$ cat src/rtl/dff_pipe.sv
// dff_pipe: WIDTH-bit, DEPTH-stage delay line of true/complement register pairs with valid bits,
// stall, flush and occupancy count. Define DFF_PIPE_ASSERT_EN to elaborate the built-in checks.
module dff_pipe #(
  parameter int               WIDTH   = 8,
  parameter int               DEPTH   = 4,
  parameter logic [WIDTH-1:0] RST_VAL = '0
) (
  input  logic                       clk,
  input  logic                       rstn,
  input  logic                       en,
  input  logic                       flush,
  input  logic [WIDTH-1:0]           d,
  input  logic                       d_valid,
  output logic [WIDTH-1:0]           y,
  output logic [WIDTH-1:0]           ybar,
  output logic                       y_valid,
  output logic [$clog2(DEPTH+1)-1:0] count
);

  localparam int CW = $clog2(DEPTH + 1);

  logic [DEPTH-1:0][WIDTH-1:0] q_r;
  logic [DEPTH-1:0][WIDTH-1:0] qbar_r;
  logic [DEPTH-1:0]            v_r;
  logic [CW-1:0]               count_r;
  logic [CW-1:0]               count_nxt_s;

  // A word entering and a word leaving in the same shift cancel out.
  always_comb begin
    count_nxt_s = count_r + CW'(d_valid) - CW'(v_r[DEPTH-1]);
  end

  // Pipeline state: reset > flush > shift > hold; flush drops valids but keeps data in place.
  always_ff @(posedge clk) begin
    if (!rstn) begin
      for (int i = 0; i < DEPTH; i++) begin
        q_r[i]    <= RST_VAL;
        qbar_r[i] <= ~RST_VAL;
      end
      v_r     <= '0;
      count_r <= '0;
    end else if (flush) begin
      v_r     <= '0;
      count_r <= '0;
    end else if (en) begin
      q_r[0]    <= d;
      qbar_r[0] <= ~d;
      v_r[0]    <= d_valid;
      for (int i = 1; i < DEPTH; i++) begin
        q_r[i]    <= q_r[i-1];
        qbar_r[i] <= qbar_r[i-1];
        v_r[i]    <= v_r[i-1];
      end
      count_r <= count_nxt_s;
    end else begin
      count_r <= count_r;
    end
  end

  assign y       = q_r[DEPTH-1];
  assign ybar    = qbar_r[DEPTH-1];
  assign y_valid = v_r[DEPTH-1];
  assign count   = count_r;

`ifdef DFF_PIPE_ASSERT_EN
  function automatic logic [CW-1:0] popcount(input logic [DEPTH-1:0] x);
    logic [CW-1:0] sum;
    sum = '0;
    for (int i = 0; i < DEPTH; i++) begin
      sum = sum + CW'(x[i]);
    end
    return sum;
  endfunction

  logic after_rst_r;

  // Structural invariants, checked only while out of reset.
  always @(posedge clk) begin
    after_rst_r <= !rstn;
    if (rstn) begin
      for (int i = 0; i < DEPTH; i++) begin
        assert (q_r[i] == ~qbar_r[i])
          else $error("complement_check stage %0d failed at %0t", i, $time);
      end
      assert (count_r == popcount(v_r))
        else $error("count_popcount_check stage %0d failed at %0t", DEPTH - 1, $time);
      assert (count_r <= CW'(DEPTH))
        else $error("count_range_check stage %0d failed at %0t", DEPTH - 1, $time);
      if (after_rst_r) begin
        assert (y == RST_VAL && !y_valid)
          else $error("post_reset_check stage %0d failed at %0t", DEPTH - 1, $time);
      end
    end
  end
`endif

endmodule
$ cat config.mk
export PLATFORM = sky130hd
export DESIGN_NAME = dff_pipe
export DESIGN_NICKNAME = d
export VERILOG_FILES = /design/src/rtl/dff_pipe.sv
export SDC_FILE = /design/constraint.sdc
export NUM_CORES = 1
export LEC_CHECK = 0
export ABC_AREA = 0
export ABC_CLOCK_PERIOD_IN_PS = 3200
export BUFFER_PORTS_ARGS = -buffer_cell sky130_fd_sc_hd__clkbuf_2
export CAP_MARGIN = 20
export CELL_PAD_IN_SITES_DETAIL_PLACEMENT = 1
export CELL_PAD_IN_SITES_GLOBAL_PLACEMENT = 2
export CORE_UTILIZATION = 37
export CTS_BUF_LIST = sky130_fd_sc_hd__clkbuf_8 sky130_fd_sc_hd__clkbuf_16
export DETAILED_ROUTE_END_ITERATION = 10
export PLACE_DENSITY = 0.95
export REMOVE_ABC_BUFFERS = 1
export SYNTH_ARGS = -nofsm -noshare
export SYNTH_HDL_FRONTEND = slang
export SYNTH_SLANG_ARGS = --single-unit
$ cat constraint.sdc
create_clock -name clk -period 3.2 [get_ports clk]
set_input_delay 0.64 -clock clk [delete_from_list [all_inputs] [get_ports clk]]
set_output_delay 0.64 -clock clk [all_outputs]
set_load 0.05 [all_outputs]
## After elaboration in Yosys (flattened, before gate mapping)

Index checks and enable logic that the tools add are counted.

- Bits in registers: 71
- Input port bits: 13
- Output and inout port bits: 20

- Add/sub/neg operators: 2
- Bitwise logic cells: 3
- Reductions and logical operators: 2

Operator list:

| cell | count |
|---|---|
| NOT 8 bit | 1 |
| adder 3 x 1 -> 3 bit | 1 |
| subtractor 3 x 1 -> 3 bit | 1 |
| NOT 1 bit | 2 |
| AND reduction 2 bit | 1 |
| OR reduction 2 bit | 1 |

## Depth between registers and ports, before layout

- Depth after elaboration: 2
- Mapped depth: 9
- Depth with buffers taken out: 9

## Least setup slack after synthesis

No wires, ideal clock.

- Kind: reg2reg
- Start point: register count_r[0] (netlist: count[0])
- End point: register count_r[2] (netlist: count[2])
- Arrival: 2,077 ps
- Data required time: 3,142 ps
- Setup slack: 1,066 ps
- Stages on the path, launching flop included: 10
- Buffers on the path: 0
- Period minus slack after synthesis: 2,134 ps
- Cell sequence: dfxtp_1 > inv_1 > ha_1 > inv_1 > ha_1 > inv_1 > fa_1 > xor2_1 > a211oi_1 > a31o_2

- Word-level cells in the longest chain between the ends: 2

RTL lines:

| element | RTL line | source |
|---|---|---|
| start, declared | 25 | `logic [CW-1:0] count_r;` |
| start signal, assigned | 54 | `count_r <= count_nxt_s;` |
| start signal, assigned | 56 | `count_r <= count_r;` |
| adder 3 x 1 -> 3 bit | 30 | `count_nxt_s = count_r + CW'(d_valid) - CW'(v_r[DEPTH-1]);` |
| subtractor 3 x 1 -> 3 bit | 30 |  |

Every way passes these cells.
A chain may end at the register's enable or synchronous reset.

## Worst setup path in the final report

Same ends and word-level chain as after synthesis.

==> results.py <==
metrics = {
    "timing": {
        "worst_pin_slew_ps": 688,
        "clock.fmax_mhz": 525,
        "skew_ps": 7.31,
        "holdWs_ps": 451,
        "fin_setup_tns_ps": 0,
        "setup_violations": 0,
        "rsz0062_at_grt": "no",
        "final_max_slew_viol_count": 0,
        "finalHoldViolCount": 0,
        "final.period_utilization": 0.596,
        "finalCriticalPeriod_ps": 1910,
        "maxSlewHeadroom": 0.541,
    },
    "setup_path": {
        "rrSetupSlack_ps": 1290,
        "slowest_stage": "dfxtp_1",
        "critical_path_required_ps": 3430,
        "path_max_fanout": 3,
        "cp_common_cell": "inv_1",
        "setup.worst_path.end_class": "flip-flop",
        "critPathMaxStageDelay_ps": 370,
        "path_cells": "inv_1 -> ha_1 -> inv_1 -> ha_1 -> inv_1 -> fa_1 -> xor2_1 -> a211oi_1 -> a31o_2",
        "worstSetupPathType": "flip-flop to flip-flop",
        "critPathLaunchType": "flip-flop",
        "crit_arrival_ps": 2140,
        "r2r_cells": 9,
    },
    "detailed_routing": {
        "vias": 2027,
        "via_per_inst": 4.66,
        "wl_per_cell_um": 11.4,
        "dr.pass1.iters": 4,
        "drt-total-wl_mm": 4.97,
        "drc_errors": 0,
        "ant_nets": 0,
        "drt_iter0_markers": 111,
    },
    "clock_tree": {
        "clockBufferDepth": 2,
        "post-cts-setup-buffers": 0,
        "root_buffer": "clkbuf_8",
        "ctsHoldBuffers": 0,
        "cts_resized": 0,
        "cts_tree": "done",
        "clkTransAtPathRegs_ps": 70,
        "cts.htree.levels": 3,
        "cts-buffers-inserted": 9,
        "cts_sinks": 71,
        "insertion_delay_ps": 340,
    },
    "yosys": {
        "syn_inst": 320,
        "synthAdderAreaFrac": 0.0164,
        "netlist_area_um2": 2750,
        "synth_top_area_frac": 0.517,
        "ys_ff_latch": 71,
        "synth_edf_count": 0,
        "yosysUniqueCellTypes": 23,
        "syn_avg_cell_area_um2": 8.59,
        "synth_top_family_by_area": "simple AND/OR/NAND/NOR gates",
        "yosysTopAreaCell": "dfxtp_1",
        "netlist_top_cells_area": "dfxtp_1 52%, nand2_1 16%, a21boi_0 5.7%",
        "synth_compound_gate_area_share": 0.117,
        "synthFlopType": "dfxtp_1",
        "ys_async_sr_fraction": 0,
        "synthSimpleGateAreaFrac": 0.229,
        "yosysWarnings": 0,
        "synthMuxAreaShare": 0.0182,
        "yosysSeqAreaShare": 0.517,
        "synth_xor_area_frac": 0.00319,
    },
    "worst_hold_path": {
        "hold_depth": 2,
        "hold_path.class": "flip-flop to flip-flop",
    },
    "floorplan": {
        "dieWidth_um": 88.2,
        "start_util": 0.381,
        "fp.dieArea_um2": 7770,
        "core_um2": 7210,
        "die_h_um": 88.2,
        "ios": 33,
        "rows": 31,
    },
    "cells_and_area": {
        "drive_gt1_frac": 0.173,
        "mostFrequentLayoutCell": "nand2_1",
        "syn2layout_area_growth_pct": 9.65,
        "fillers": 912,
        "mostFrequentLayoutCells": "117 x nand2_1, 71 x dfxtp_1, 32 x clkbuf_2",
        "n_antenna_cell": 0,
        "utilization": 0.418,
        "nets": 347,
    },
    "grt": {
        "first_global_vias": 1984,
        "grtUsageMet2": 0.238,
        "grt_first_pass_wirelength_mm": 8.49,
        "grt_use_met3": 0.0405,
        "use_met1": 0.168,
        "grt_use_total": 0.145,
        "grt_start_max_net_pins": 40,
        "gr-total-overflow": 0,
        "grt_antenna_before_repair": 0,
        "grt_busiest_layer": "met2",
    },
    "power_and_ir_drop": {
        "p_sw_uw": 443,
        "internal-power_mw": 1.29,
        "combPwrFrac": 0.085,
        "sw_frac_of_total": 0.256,
        "peakVddDrop_uv": 192,
        "cellLeakagePower_nw": 1.28,
        "pwr-share-clk": 0.375,
        "cellPowerDensity_nw_per_um2": 574,
        "seqPwrFrac": 0.540,
    },
    "place": {
        "dp.final_hpwl_mm": 3.28,
        "gp_congestion": 0.660,
        "io_buffers": 32,
    },
    "outcome": {
        "status": "completed",
    },
    "flow_run": {
        "drv_cap": 0,
    },
}
## final timing paths
path,from,to
worst max-delay path,count[0]$_SDFFE_PP0P_,count[2]$_SDFFE_PP0P_
worst min-delay path,y[5]$_SDFFE_PN0P_,y[5]$_SDFFE_PN0P_
worst max register to register,count[0]$_SDFFE_PP0P_,count[2]$_SDFFE_PP0P_
worst min register to register,y[5]$_SDFFE_PN0P_,y[5]$_SDFFE_PN0P_
## synth_stat cells, types with 2 or more instances
cell / number
a211oi_1: 2
o211ai_1: 7
nand2b_1: 2
mux2i_1: 5
and2_1: 2
ha_1: 2
dfxtp_1: 71
buf_2: 8
a21boi_0: 21
clkbuf_1: 7
nand3_1: 24
nand2_1: 117
inv_1: 4
buf_4: 21
nor2_1: 8
buf_6: 3
a21boi_1: 10
## critical path: cells and delay by family, from the launching register on
| kind | cells | cell delay, ps |
|---|---|---|
| compound gates | 2 | 330 |
| xor+xnor | 1 | 200 |
| fa+ha+maj | 3 | 750 |
| buf+inv | 3 | 160 |
| flops | 1 | 370 |
## final cells by class
cell class,count,area (µm²),share of cell area
Sequential cell,71,1420,0.472
Multi-Input combinational cell,206,1060,0.350
Timing Repair Buffer,39,213,0.0706
Clock buffer,11,151,0.0502
Tap cell,99,124,0.0411
Clock inverter,5,32.5,0.0108
Inverter,4,15.0,0.00498
## power by group through the flow
stage | combinational, mW | sequential [mW] | clock (mW)
final | 0.147 | 0.935 | 0.648
after global routing | 0.168 | 0.939 | 0.711
after CTS | 0.152 | 0.935 | 0.671
after detailed placement | 0.151 | 0.956 | 0
after global placement | 0.147 | 0.954 | 0
after floorplan | 0.0708 | 0.978 | 0
## per-stage QoR
| step | power [mW] | instance area, µm² | setup WS [ps] | cells |
|---|---|---|---|---|
| final | 1.73 | 3010 | 1290 | 435 |
| after global routing | 1.82 | 3010 | 1160 | 435 |
| after CTS | 1.76 | 3010 | 1270 | 435 |
| after detailed placement | 1.11 | 2830 | 1010 | 419 |
| after global placement | 1.10 | 2830 | 1100 | 419 |
| after floorplan | 1.05 | 2490 | 886 | 281 |
## state kept, by name, summed over array words and instances, names as in the netlist
register  cells
q_r          24
qbar_r       24
y             8
ybar          8
v_r           4
count         3
## per-layer routing
layer,wire length (µm),vias to the layer above
li1,-,1034
met1,2400,952
met2,2320,33
met3,167,8
met4,85,0
met5,0,-
## cells by family after synthesis
kind of cell | count (synthesis)
and+or+nand+nor | 154
DFF | 71
AOI/OAI and AO/OA | 43
buffers and inverters | 43
muxes | 5
adders and majority gates | 3
xor gates and xnor gates | 1
Power figures use the tool's default switching activity.
